===== src/rtl/sumsq_pkg.sv =====
// sumsq_pkg: shared helpers for the sum-of-squares stream.
// Quantisation mask, round/saturate and ceiling-log2 functions.
package sumsq_pkg;

  function automatic int clog2(input int n);
    int r = 0;
    for (int i = 0; i < 31; i++)
      if ((1 << i) < n) r = i + 1;
    return r;
  endfunction

  // Ones in bits [w-1:drop], zeros elsewhere.
  function automatic logic [63:0] qmask(input int w, input int drop);
    logic [63:0] m;
    m = '0;
    for (int i = 0; i < 64; i++)
      m[i] = (i >= drop) && (i < w);
    return m;
  endfunction

  // Half-up rounding to the kept bits; carry out of w bits
  // saturates to the largest representable masked value.
  function automatic logic [63:0] round_sat(input logic [63:0] v,
                                            input int w,
                                            input int drop);
    logic [63:0] t;
    if (drop == 0) return v & qmask(w, 0);
    t = v + (64'd1 << (drop - 1));
    if (t >= (64'd1 << w)) return qmask(w, drop);
    return t & qmask(w, drop);
  endfunction

endpackage


===== src/rtl/sumsq_addtree.sv =====
// sumsq_addtree: combinational unsigned sum of N packed W-bit terms.
// Ports: terms (N*W, term 0 in LSBs) -> sum (W+clog2(N)).
module sumsq_addtree
  import sumsq_pkg::*;
#(
  parameter int W = 28,
  parameter int N = 2,
  localparam int SW = W + clog2(N)
) (
  input  logic [N*W-1:0] terms,
  output logic [SW-1:0]  sum
);

  always_comb begin
    sum = '0;
    for (int i = 0; i < N; i++)
      sum = sum + SW'(terms[i*W +: W]);
  end

endmodule


===== src/rtl/sumsq_stream.sv =====
// sumsq_stream: 3-stage square / sum / frame-accumulate stream with valid/ready.
// Ports: clk, rstn, acc_len, in_* (valid/ready/data/last), out_* (valid/ready/data/count). Macro SUMSQ_STREAM_ROUND_EN selects rounding.
module sumsq_stream
  import sumsq_pkg::*;
#(
  parameter int N_CH      = 2,
  parameter int IWL_IN    = 2,
  parameter int FWL_IN    = 12,
  parameter int FWL_Q     = 12,
  parameter int FWL_C     = 24,
  parameter int ACC_LEN_W = 8,
  localparam int IN_W  = IWL_IN + FWL_IN,
  localparam int SQ_W  = 2 * IN_W,
  localparam int SUM_W = SQ_W + clog2(N_CH),
  localparam int OUT_W = SUM_W + ACC_LEN_W
) (
  input  logic                 clk,
  input  logic                 rstn,
  input  logic [ACC_LEN_W-1:0] acc_len,
  input  logic                 in_valid,
  output logic                 in_ready,
  input  logic [N_CH*IN_W-1:0] in_data,
  input  logic                 in_last,
  output logic                 out_valid,
  input  logic                 out_ready,
  output logic [OUT_W-1:0]     out_data,
  output logic [ACC_LEN_W-1:0] out_count
);

  localparam int QDROP = FWL_IN - FWL_Q;
  localparam int CDROP = 2 * FWL_IN - FWL_C;
  localparam logic [IN_W-1:0] IMASK = IN_W'(qmask(IN_W, QDROP));

  logic [N_CH-1:0][SQ_W-1:0] sq_d;
  logic [N_CH-1:0][SQ_W-1:0] s1_sq;
  logic                      s1_valid;
  logic                      s1_last;
  logic [SUM_W-1:0]          sum_d;
  logic [SUM_W-1:0]          s2_sum;
  logic                      s2_valid;
  logic                      s2_last;
  logic [OUT_W-1:0]          acc;
  logic [ACC_LEN_W-1:0]      cnt;
  logic [ACC_LEN_W-1:0]      len;
  logic                      busy;

  logic                      s3_take;
  logic                      s2_ready;
  logic                      s1_ready;
  logic [OUT_W-1:0]          nacc;
  logic [ACC_LEN_W-1:0]      ncnt;
  logic [ACC_LEN_W-1:0]      nlen;
  logic                      close;
  logic [OUT_W-1:0]          qout;

  always_comb begin
    sq_d = '0;
    for (int c = 0; c < N_CH; c++)
      sq_d[c] = SQ_W'(in_data[c*IN_W +: IN_W] & IMASK)
              * SQ_W'(in_data[c*IN_W +: IN_W] & IMASK);
  end

  sumsq_addtree #(
    .W(SQ_W),
    .N(N_CH)
  ) u_tree (
    .terms(s1_sq),
    .sum  (sum_d)
  );

  // S3 absorbs only when the result register is free or leaving.
  assign s3_take  = s2_valid && (!out_valid || out_ready);
  assign s2_ready = !s2_valid || s3_take;
  assign s1_ready = !s1_valid || s2_ready;
  assign in_ready = s1_ready;

  // busy is low when idle or when the last frame just closed,
  // so the next sample always opens a fresh frame.
  always_comb begin
    if (!busy) begin
      nacc = OUT_W'(s2_sum);
      ncnt = ACC_LEN_W'(1);
      nlen = (acc_len == '0) ? ACC_LEN_W'(1) : acc_len;
    end else begin
      nacc = acc + OUT_W'(s2_sum);
      ncnt = cnt + ACC_LEN_W'(1);
      nlen = len;
    end
    close = (ncnt == nlen) || s2_last;
  end

`ifdef SUMSQ_STREAM_ROUND_EN
  assign qout = OUT_W'(round_sat(64'(nacc), OUT_W, CDROP));
`else
  assign qout = OUT_W'(64'(nacc) & qmask(OUT_W, CDROP));
`endif

  always_ff @(posedge clk or negedge rstn) begin
    if (!rstn) begin
      s1_valid  <= 1'b0;
      s1_sq     <= '0;
      s1_last   <= 1'b0;
      s2_valid  <= 1'b0;
      s2_sum    <= '0;
      s2_last   <= 1'b0;
      acc       <= '0;
      cnt       <= '0;
      len       <= '0;
      busy      <= 1'b0;
      out_valid <= 1'b0;
      out_data  <= '0;
      out_count <= '0;
    end else begin
      if (s1_ready) begin
        s1_valid <= in_valid;
        if (in_valid) begin
          s1_sq   <= sq_d;
          s1_last <= in_last;
        end
      end
      if (s2_ready) begin
        s2_valid <= s1_valid;
        if (s1_valid) begin
          s2_sum  <= sum_d;
          s2_last <= s1_last;
        end
      end
      if (s3_take) begin
        acc       <= nacc;
        cnt       <= ncnt;
        len       <= nlen;
        busy      <= !close;
        out_valid <= close;
        if (close) begin
          out_data  <= qout;
          out_count <= ncnt;
        end
      end else if (out_valid && out_ready) begin
        out_valid <= 1'b0;
      end
    end
  end

endmodule


===== config.mk =====
export PLATFORM = sky130hd
export DESIGN_NAME = sumsq_stream
export DESIGN_NICKNAME = d
export VERILOG_FILES = /design/src/rtl/sumsq_pkg.sv /design/src/rtl/sumsq_addtree.sv /design/src/rtl/sumsq_stream.sv
export SDC_FILE = /design/constraint.sdc
export NUM_CORES = 1
export LEC_CHECK = 0
export BUFFER_PORTS_ARGS = -buffer_cell sky130_fd_sc_hd__clkbuf_2
export CAP_MARGIN = 20
export CORE_MARGIN = 4
export CORE_UTILIZATION = 45
export CTS_CLUSTER_SIZE = 14
export DETAILED_ROUTE_END_ITERATION = 8
export GPL_TIMING_DRIVEN = 0
export PLACE_DENSITY = 0.58
export RECOVER_POWER = 25
export SLEW_MARGIN = 20
export SYNTH_ARGS = -nofsm -noshare
export SYNTH_HDL_FRONTEND = slang
export SYNTH_SLANG_ARGS = --single-unit
export TNS_END_PERCENT = 5

===== constraint.sdc =====
create_clock -name clk -period 4.9 [get_ports clk]
set_clock_uncertainty 0.1 [all_clocks]
set_input_delay 0.245 -clock clk [delete_from_list [all_inputs] [get_ports clk]]
set_output_delay 0.245 -clock clk [all_outputs]
set_load 0.05 [all_outputs]

[After elaboration in Yosys (flattened, before gate mapping)]
Index checks and enable logic that the tools add are counted.
Word-level totals
  ROM bits: 0
  memories: 0
  RAM bits: 0
  output and inout port bits: 47
  input bits: 41
  bits in latches: 0
  register bits after elaboration: 189
Cells by class
  divide/modulo/power cells: 0
  multiply operators: 2
  add/subtract/negate cells: 3
  shifts and indexed selects: 0
  magnitude comparators: 0
  equal/unequal tests: 1
  reductions and logical operators: 15
  multiplexer cells: 6
  bitwise operators: 0
Operators with widths (count)
  multiplier 14 x 14 -> 28 bit: 2
  adder 37 x 29 -> 37 bit: 1
  2-to-1 mux 37 bit: 1
  adder 28 x 28 -> 29 bit: 1
  2-to-1 mux 8 bit: 3
  adder 8 x 1 -> 8 bit (second input constant): 1
  equality test 8 bit: 1
  logical NOT 8 bit: 1
  AND reduction 2 bit: 3
  logical NOT 1 bit: 4
  logical OR 1 bit: 4
  logical AND 1 bit: 2
  2-to-1 mux 1 bit: 2
  nonzero test 2 bit: 1

[Depth between registers and ports, before layout]
Gate-level depths: netlist (run 1).
  depth in word-level cells: 6
  depth in mapped cells: 24

[By module]
From an unflattened synthesis (run 1), not the netlist that was laid out.
Unflattened totals
  cell total of the unflattened synthesis: 2480
  area, all modules: 22145.0 um^2
Modules (own cells, without submodules)
  sumsq_stream: area an instance 20622.3 um^2, seq. area each 4679.5 um^2, cells an instance 2264, times used 1
  sumsq_addtree: area an instance 1522.7 um^2, seq. area each 0.0 um^2, cells an instance 216, times used 1

[Worst setup path before layout (run 1)]
OpenSTA, ideal clock, no wires.
  path kind: input -> register
  from: input port in_data[5]
  to: register s1_sq[27] in the netlist's numbering
  cell stages on the path: 23
  buffers on the path: 1
  arrival: 5.641 ns
  library setup time: 0.069 ns
  setup slack: -0.910 ns
  cell sequence: clkbuf_1 > nand2_1 > fa_1 > fa_1 > inv_1 > fa_1 > inv_1 > fa_1 > inv_1 > fa_1 > inv_1 > fa_1 > inv_1 > ha_1 > o21a_1 > o21ai_0 > a31oi_2 > o211ai_1 > a221o_1 > o21ai_2 > a21oi_1 > or3_1 > nand3_1
Between the ends
  cells in the longest elaborated chain, start to end: 1
Ends and longest elaborated chain
  start: declaration: line sumsq_stream.sv:22  | input logic [N_CH*IN_W-1:0] in_data,
  multiplier 14 x 14 -> 28 bit: line sumsq_stream.sv:60  | * SQ_W'(in_data[c*IN_W +: IN_W] & IMASK);
  end signal: assignment: line sumsq_stream.sv:117  | s1_sq <= sq_d;
  end: declaration: line sumsq_stream.sv:35  | logic [N_CH-1:0][SQ_W-1:0] s1_sq;
No other way between the ends.
A chain may end at the register's enable or synchronous reset.

[Final worst setup path (run 1)]
  from: input port in_data[16]
  to: register s1_sq[54] in the netlist's numbering
The elaborated chain is that of the path after synthesis.

==> results of run 1 <==
-- metrics by stage --
stage               utilization [%]  instance area (um2)
floorplan                         -                21800
global placement               49.1                23000
detailed placement             49.2                23100
CTS                            52.4                24600
global route                   52.7                24700
finish                         52.7                24700
-- worst reg2reg max path, stage by stage (launching register included) --
cell	delay [ns]
dfrtp_1	0.38
ha_1	0.21
inv_1	0.07
fa_1	0.40
nand2b_1	0.22
a21oi_4	0.19
o21ai_2	0.09
a221oi_2	0.38
a21oi_2	0.19
or2_4	0.29
o41ai_4	0.41
mux2i_1	0.23
o21ai_1	0.08
-- synthesized netlist by cell type (4+ instances only) --
cell / number / share of area [%]
o31ai_1: 5 / 0.17
a21oi_2: 25 / 1.0
nand3_1: 24 / 0.56
and2_1: 66 / 1.9
nor3_1: 11 / 0.26
ha_1: 241 / 14
buf_2: 4 / 0.093
buf_6: 5 / 0.26
or3_1: 6 / 0.17
and3_1: 14 / 0.41
a31o_2: 4 / 0.16
dfrtp_1: 187 / 22
a21oi_1: 93 / 2.2
o21bai_1: 13 / 0.45
fa_1: 227 / 21
nor2b_1: 17 / 0.50
xnor2_1: 78 / 3.2
o22ai_2: 7 / 0.41
mux2i_1: 27 / 1.3
mux2_2: 33 / 1.7
o2111ai_1: 4 / 0.16
xor2_1: 59 / 2.4
nand2_1: 286 / 5.0
o21ai_0: 133 / 3.1
o21a_1: 15 / 0.52
a221o_1: 4 / 0.19
clkbuf_1: 64 / 1.1
nor3b_1: 5 / 0.17
a22o_1: 5 / 0.20
a211oi_1: 6 / 0.21
o211ai_1: 8 / 0.28
or2_2: 4 / 0.12
a221oi_2: 5 / 0.35
nor4_1: 4 / 0.12
mux2_4: 6 / 0.42
o21ai_1: 11 / 0.26
nor2_1: 94 / 1.6
nand2b_1: 18 / 0.52
inv_1: 375 / 6.6
nand4_1: 11 / 0.32
a21o_1: 35 / 1.2
a31oi_1: 13 / 0.38
-- how the worst max path moves through the flow --
stage / startpoint / end / cells after the start
floorplan: in_data[20] / s1_sq[53]$_DFFE_PN0P_ / 23
global placement: in_data[15] / s1_sq[53]$_DFFE_PN0P_ / 22
detailed placement: in_data[15] / s1_sq[53]$_DFFE_PN0P_ / 22
CTS: in_data[18] / s1_sq[53]$_DFFE_PN0P_ / 24
global route: in_data[2] / s1_sq[27]$_DFFE_PN0P_ / 24
finish: in_data[16] / s1_sq[54]$_DFFE_PN0P_ / 24
-- state kept, by name (all words and copies together) (netlist names) --
register	flops
acc	37
busy	1
cnt	8
len	8
out_count	8
out_data	37
out_valid	1
s1_last	1
s1_sq	54
s1_valid	1
s2_last	1
s2_sum	29
s2_valid	1
-- what timing repair did --
action / in CTS / in global routing
hold endpoints to repair: 198 / 0
setup buffers: 24 / 13
gates resized for setup: 110 / 38
pin swaps: 48 / 30
hold buffers: 12 / 0
gates cloned: 0 / 0
setup endpoints to repair: 32 / 31
-- per-layer routing --
metal	up-vias	share of wire, %	GRT usage [%]
met5	-	0	0
met2	238	50	37.6
li1	7900	-	-
met4	0	1.8	5.03
met1	8147	45	27.8
met3	60	3.1	2.55
-- kinds of logic after synthesis --
family	synth area share (%)
xor+xnor	5.59
simple gates	12.4
fa+ha+maj	35.2
mux	3.47
flops	21.8
buf+inv	8.17
compound gates	13.4
-- layout make-up --
class,instances,area share (%)
buffer,76,3.02
clock buffer,19,1.79
clock inverter,12,0.755
inverter,375,5.70
multi-input combinational,1676,62.5
sequential,187,18.9
tap,607,3.07
timing repair buffer,138,4.22
==> run metrics, run 1 <==
Placer Congestion=between 0.9 and 1; Crit. End Element=register; fraction of layout cells with a size suffix above 1=about 15%; Starting DRT DRC Count=roughly 810; DR DRC count=0; FF-to-FF path depth=12; Mapped Area=around 21,000 um2; reg-to-reg slack, setup=roughly 1.5 ns; Skew-Pair Late Insertion Delay=about 0.46 ns; R2R Path End=acc[36]$_DFFE_PN0P_; RSZ-0062 raised after global routing=yes; Post-synth EDFFs=0; die height=roughly 230 um; largest net degree at the start of global routing=between 90 and 100; Slew @ Worst Pin=2.30 ns; Worst R2R Start=s2_sum[0]$_DFFE_PN0P_; commonest non-fill, non-tap cell in the layout=inv_1; hpwl dp=between 40 and 50 mm; final setup TNS=-5.05 ns; row count=79; Fillers=between 4,000 and 5,000; Worst slew margin=-53.4%; area growth from synthesis to layout=15.0%; top_reg_cell synth=dfrtp_1; crit path cell chain=clkbuf_16, clkbuf_16, buf_4, nand2_2, fa_2, fa_1, inv_1, fa_1, inv_2, fa_1, inv_1, fa_1, inv_1, fa_1, inv_2, ha_4, o21ai_0, nand2b_1, nand4_1, a21oi_4, and4_4, o41ai_4, or4_1, nand3_1; Die Wd=between 200 and 250 um; Crit Path Class=input pin to register; htree depth=4; synth warn=0; Crit Path Max Fanout=7; CP Launch Type=input pin; final-report hold violation count=0; syn_nets=between 2,000 and 3,000; core area=46,900 um2; Final Non-Filler Cells=about 3,100; slowest CP cell=fa_1; final net count=2,980; max-cap violation count=2; worst path arrival time=between 5 and 6 ns; post-layout min period=between 5 and 6 ns; Vias=approximately 16,000; Die ar.=51,300 um2; I/O Buffers=slightly below 90; Final ANT Viol Nets=0; most frequent cells in the layout=365 x inv_1, 274 x nand2_1, 227 x ha_1, 222 x fa_1, 187 x dfrtp_1; fmax=188 MHz; register area share after synthesis=21.8%; async set-reset flop share out of synthesis=between 90% and 100%; CTS tree=done; initial antenna violation count=0; dpl ws=-1.33 ns; Final period util=108%; clock sinks=about 190; CTS Root Cell=clkbuf_16; failing checks=max-capacitance violations, max-slew violations, negative setup slack; drt via density=approximately 5.3; placed insts=around 3,000; Reg area=~4700 um2; most used cell, CP=fa_1; HP Class=input pin to register; Avg WL per Cell=16.9 um; Slew Viols, Final=around 180; final hold slack=between 0.09 and 0.1 ns; Hold Path Sink=s1_sq[2]$_DFFE_PN0P_; #FFs+latches synth=~190; Hold Startpoint=in_data[1]; status=finished, violations left; Num CTS Buffers=17; Yosys cell types=86; Mapped Avg Cell Area=around 9.3 um2; area of the multi-input gates=around 15,000 um2; Req. time, crit path=slightly above 5 ns; ANT cells=0; Remaining Overflow, GRT=0; Detailed Route WL=52.3 mm; first-pass GRT wire length=between 80 and 90 mm; hold path depth=3; Post-Synthesis Cells=2,314; CTS max path bufs=2; vias in the first global route=17,110; Detailed Routing Iterations Pass 1=5; Top delay family on crit path=adder cells; initial core utilization=between 40 and 50%; CTS clk-pin slew, worst paths=approximately 0.070 ns; setup slack after layout=-0.415 ns; Top Ports=between 80 and 90; Final setup viols=24; overall global routing resource usage=between 20% and 30%; slowest stage delay, CP=about 0.53 ns; Buf/Inv on CP=8
Power of run 1 is left out: the tool's default activity adds up to more than one toggle a clock period on the data nets, which glitch-free logic cannot reach.
==> run 2: changes to the inputs <==
BUFFER_PORTS_ARGS = not set   (was -buffer_cell sky130_fd_sc_hd__clkbuf_2)
DONT_BUFFER_PORTS = 1   (was not set)
PLACE_DENSITY = 0.57   (was 0.58)
clock period = 6.45 ns   (was 4.9 ns; I/O delays follow)
==> run 2 against run 1 <==
The run ends with max-capacitance violations, max-slew violations left. Die area did not move. Routed wire length fell by 1.4%. Flip-flop and latch count did not move. Clock-buffer cell count did not move. Cell area fell by 6.9%. Non-clock buffer count fell by 123. First-iteration DRC count fell by 6.9%. Cell count fell by 3.9%. Via count fell by 3.1%. Critical path depth fell by 1. Setup slack improved by 0.77 ns. Sequential share of layout area rose by 1.4 points. Highest routed layer unchanged.
==> run metrics, run 2 (synthesized netlist as in run 1, its figures left out) <==
die height=between 200 and 250 um; Fillers=4,486; first-pass GRT wire length=~85 mm; largest net degree at the start of global routing=roughly 190; setup slack after layout=about 0.36 ns; clock sinks=~190; row count=a little under 80; Num CTS Buffers=17; Skew-Pair Late Insertion Delay=roughly 0.45 ns; Slew @ Worst Pin=between 4 and 5 ns; Worst slew margin=-208%; critical path startpoint=in_data[7]; Avg WL per Cell=between 15 and 20 um; Detailed Routing Iterations Pass 1=5; Worst Setup EP=s1_sq[23]$_DFFE_PN0P_; Top Ports=between 80 and 90; vias in the first global route=about 17,000; RSZ-0062 raised after global routing=no; HP Class=input pin to register; CTS Root Cell=clkbuf_16; failing checks=max-capacitance violations, max-slew violations; CTS tree=done; Slew Viols, Final=188; Final period util=between 90% and 100%; status=finished, violations left; Vias=roughly 16,000; Detailed Route WL=51.5 mm; CP Launch Type=input pin; core area=about 47,000 um2; largest registers=s1_sq x54, acc x37, out_data x37; hpwl dp=between 40 and 50 mm; Final ANT Viol Nets=0; dpl ws=-0.121 ns; Die ar.=51,300 um2; Final setup viols=0; reg-to-reg slack, setup=~2.7 ns; initial core utilization=between 40 and 50%; max-cap violation count=1; FF-to-FF path depth=8; Top reg by flops=s1_sq; fmax=164 MHz; Req. time, crit path=6.67 ns; CTS clk-pin slew, worst paths=around 0.070 ns; final net count=between 2,000 and 3,000; Placer Congestion=0.873; Crit Path Max Fanout=10; I/O Buffers=0; most frequent cells in the layout=375 x inv_1, 286 x nand2_1, 241 x ha_1, 227 x fa_1, 187 x dfrtp_1; fraction of layout cells with a size suffix above 1=around 6.6%; overall global routing resource usage=20.7%; commonest non-fill, non-tap cell in the layout=inv_1; final setup TNS=0 ns; CTS max path bufs=2; R2R Path End=s1_sq[20]$_DFFE_PN0P_; Worst R2R Start=out_valid$_DFFE_PN0P_; ANT cells=0; drt via density=between 5 and 6; Crit. End Element=register; Remaining Overflow, GRT=0; Starting DRT DRC Count=~760; htree depth=4; Die Wd=226 um; initial antenna violation count=0; post-layout min period=between 6 and 7 ns; worst path arrival time=~6.3 ns; final-report hold violation count=0; area growth from synthesis to layout=7.02%; DR DRC count=0; Crit Path Class=input pin to register; Post-CTS Setup Repair Bufs=0; max FFs per register=54
==> run 2: cell type report <==
type | count | area, um2 | share of cell area [%]
multi-input combinational | 1676 | 15000 | 65.4
clock buffer | 19 | 433 | 1.88
tap | 607 | 759 | 3.30
buffer | 76 | 352 | 1.53
clock inverter | 13 | 166 | 0.724
timing repair buffer | 15 | 145 | 0.631
sequential | 187 | 4680 | 20.4
inverter | 375 | 1410 | 6.12
==> run 2: worst min-delay path by stage <==
stage / endpoint / slack, ns / cells past startpoint / from
6_report: s1_sq[2]$_DFFE_PN0P_ / 0.03 / 2 / in_data[0]
3_3_place_gp: out_data[10]$_DFFE_PN0P_ / -0.07 / 0 / rstn
4_1_cts: s1_sq[2]$_DFFE_PN0P_ / 0.009 / 2 / in_data[0]
2_1_floorplan: acc[0]$_DFFE_PN0P_ / -0.07 / 0 / rstn
3_5_place_dp: out_data[12]$_DFFE_PN0P_ / -0.07 / 0 / rstn
5_1_grt: s1_sq[30]$_DFFE_PN0P_ / 0.01 / 2 / in_data[14]
==> run 2: per-layer routing <==
layer  GRT usage (%)  vias to the layer above  share of wire [%]
li1                -                     7630                  -
met1            27.2                     7889                 44
met2            36.7                      257                 50
met3            2.91                       57                3.8
met4            4.07                        0                1.6
met5               0                        -                  0
==> run 2: metrics by stage <==
| step | cells | cell area, um2 | hold slack [ns] | util [%] |
|---|---|---|---|---|
| 3_3_place_gp | 2921 | 22200 | -0.0669 | 47.5 |
| 5_1_grt | 2968 | 23000 | 0.0133 | 49.1 |
| 2_1_floorplan | 2314 | 21500 | -0.0731 | - |
| 4_1_cts | 2968 | 23000 | 0.00925 | 49.1 |
| 6_report | 2968 | 23000 | 0.0283 | 49.1 |
| 3_5_place_dp | 2921 | 22200 | -0.0673 | 47.5 |
==> run 2: timing repair <==
item / 4_1_cts / 5_1_grt
hold buffers: 15 / 0
endpoints found under the hold margin: 200 / 0
endpoints found under the setup margin: 0 / 1
resized for setup: 0 / 6
==> run 2: critical path, stage by stage <==
cell,delay [ns]
clkbuf_1,0.53
nand2_1,0.14
fa_1,0.50
fa_1,0.53
inv_1,0.05
fa_1,0.49
inv_1,0.06
fa_1,0.52
inv_1,0.05
fa_1,0.47
inv_1,0.05
fa_1,0.49
inv_1,0.04
ha_1,0.34
o21a_1,0.13
o21ai_0,0.23
a31oi_2,0.08
o211ai_1,0.28
a221o_1,0.31
nand2b_1,0.12
a311oi_1,0.31
xor2_1,0.17
o21ai_0,0.08
Power of run 2 is left out for the same reason.
==> run 3: changes to the inputs <==
clock period = 6.6 ns   (was 6.45 ns; I/O delays follow)
==> run 3 against run 2 <==
The run still ends with max-capacitance violations, max-slew violations left. Core utilization about the same. Critical path depth did not move. First-iteration DRC count is 1.3% lower. Critical path type unchanged. Routed wire length about the same. Die area stayed put. Global-route usage unchanged. Hold slack improved by 0.0084 ns. Cell area barely moved. Non-clock buffer count is the same. Setup slack improved by 0.072 ns. Flip-flop and latch count unchanged.
==> run metrics, run 3 (synthesized netlist as in run 1, its figures left out) <==
Skew-Pair Late Insertion Delay=0.45 ns; HP Class=input pin to register; hold path depth=2; most used cell, CP=fa_1; CTS Root Cell=clkbuf_16; drt via density=5.34; Crit Path Class=input pin to register; final hold slack=approximately 0.037 ns; Die Wd=approximately 230 um; Post-CTS Setup Repair Bufs=0; Num CTS Buffers=17; final-report hold violation count=0; DR DRC count=0; dpl ws=approximately 0.022 ns; crit path cell chain=clkbuf_1, nand2_1, fa_1, fa_1, inv_1, fa_1, inv_1, fa_1, inv_1, fa_1, inv_1, fa_1, inv_1, ha_1, o21a_1, o21ai_0, a31oi_2, o211ai_1, a221o_1, nand2b_1, a311oi_1, xor2_1, o21ai_0; row count=between 70 and 80; vias in the first global route=around 17,000; Core Util, Final=49.0%; Final ANT Viol Nets=0; CTS tree=done; Top reg by flops=s1_sq; Placer Congestion=~0.87; slowest CP cell=fa_1; post-layout min period=about 6.2 ns; cts hold-fix bufs=15; initial antenna violation count=0; CTS clk-pin slew, worst paths=0.07 ns; fraction of layout cells with a size suffix above 1=6.44%; die height=between 200 and 250 um; max-cap violation count=1; area growth from synthesis to layout=7.00%; Req. time, crit path=6.82 ns; clock sinks=about 190; Worst slew margin=-208%; status=finished, violations left; CP Launch Type=input pin; hpwl dp=around 42 mm; most frequent cells in the layout=375 x inv_1, 286 x nand2_1, 241 x ha_1, 227 x fa_1, 187 x dfrtp_1; htree depth=4; CTS resizes=0; overall global routing resource usage=between 20% and 30%; FF-to-FF path depth=8; core area=approximately 47,000 um2; slowest stage delay, CP=between 0.5 and 0.6 ns; Fillers=between 4,000 and 5,000; largest net degree at the start of global routing=approximately 190; Avg WL per Cell=between 15 and 20 um; Starting DRT DRC Count=745; Detailed Routing Iterations Pass 1=7; Vias=~16,000; ANT cells=0; Slew @ Worst Pin=4.62 ns; Crit Path Max Fanout=10; setup slack after layout=roughly 0.43 ns; I/O Buffers=0; initial core utilization=between 40% and 50%; Top Ports=88; fmax=between 150 and 200 MHz; max FFs per register=54; final net count=approximately 2,900; worst path arrival time=between 6 and 7 ns; Final period util=93.5%; Die ar.=approximately 51,000 um2; RSZ-0062 raised after global routing=no; commonest non-fill, non-tap cell in the layout=inv_1; Remaining Overflow, GRT=0; largest registers=s1_sq x54, acc x37, out_data x37; Final setup viols=0; Slew Viols, Final=188; Detailed Route WL=just over 50 mm; Crit. End Element=register; CTS max path bufs=2; first-pass GRT wire length=85.3 mm; failing checks=max-capacitance violations, max-slew violations
-- run 3: cell counts in the layout (fill, tap and decap cells not counted) --
No cell type changed its count.
-- run 3: stage by stage --
stage | std cells | cell area [um2] | TNS (ns)
after floorplan | 2314 | 21500 | 0
after global placement | 2921 | 22200 | -0.00728
after detailed placement | 2921 | 22200 | 0
after CTS | 2968 | 23000 | 0
after global routing | 2968 | 23000 | 0
final | 2968 | 23000 | 0
-- run 3: path summary, 6_finish.rpt --
kind	startpoint	endpoint	slack (ns)
min in group asynchronous	rstn	s1_valid$_DFFE_PN0N_	1.99
max reg2reg	out_valid$_DFFE_PN0P_	s1_sq[20]$_DFFE_PN0P_	2.87
max	in_data[5]	s1_sq[23]$_DFFE_PN0P_	0.43
min reg2reg	cnt[7]$_DFFE_PN0P_	cnt[7]$_DFFE_PN0P_	0.39
min	in_data[0]	s1_sq[2]$_DFFE_PN0P_	0.04
max in group asynchronous	rstn	s1_sq[55]$_DFFE_PN0P_	1.77
-- run 3: cell type report --
| type | instances | area [um2] | share of cell area [%] |
|---|---|---|---|
| Timing Repair Buffer | 15 | 145 | 0.632 |
| Buffer | 76 | 348 | 1.51 |
| Sequential cell | 187 | 4680 | 20.4 |
| Inverter | 375 | 1410 | 6.13 |
| Tap cell | 607 | 759 | 3.30 |
| Clock buffer | 19 | 433 | 1.88 |
| Clock inverter | 13 | 166 | 0.724 |
| Multi-Input combinational cell | 1676 | 15000 | 65.5 |
-- run 3: metal layers --
layer	up-vias	routed length, um	global-route usage [%]
li1	7630	-	-
met5	-	0	0
met3	56	1950	2.91
met2	263	25900	36.7
met4	0	805	4.07
met1	7895	22900	27.2
-- run 3: worst max-delay path, delay by kind of cell --
kind                     cells  cell delay [ns]
AND/OR/NAND/NOR              2             0.29
XOR/XNOR                     1             0.17
adder cells (fa/ha/maj)      7             3.39
AO/OA/AOI/OAI                7             1.42
buffers and inverters        6             0.77
Power of run 3 is left out for the same reason.
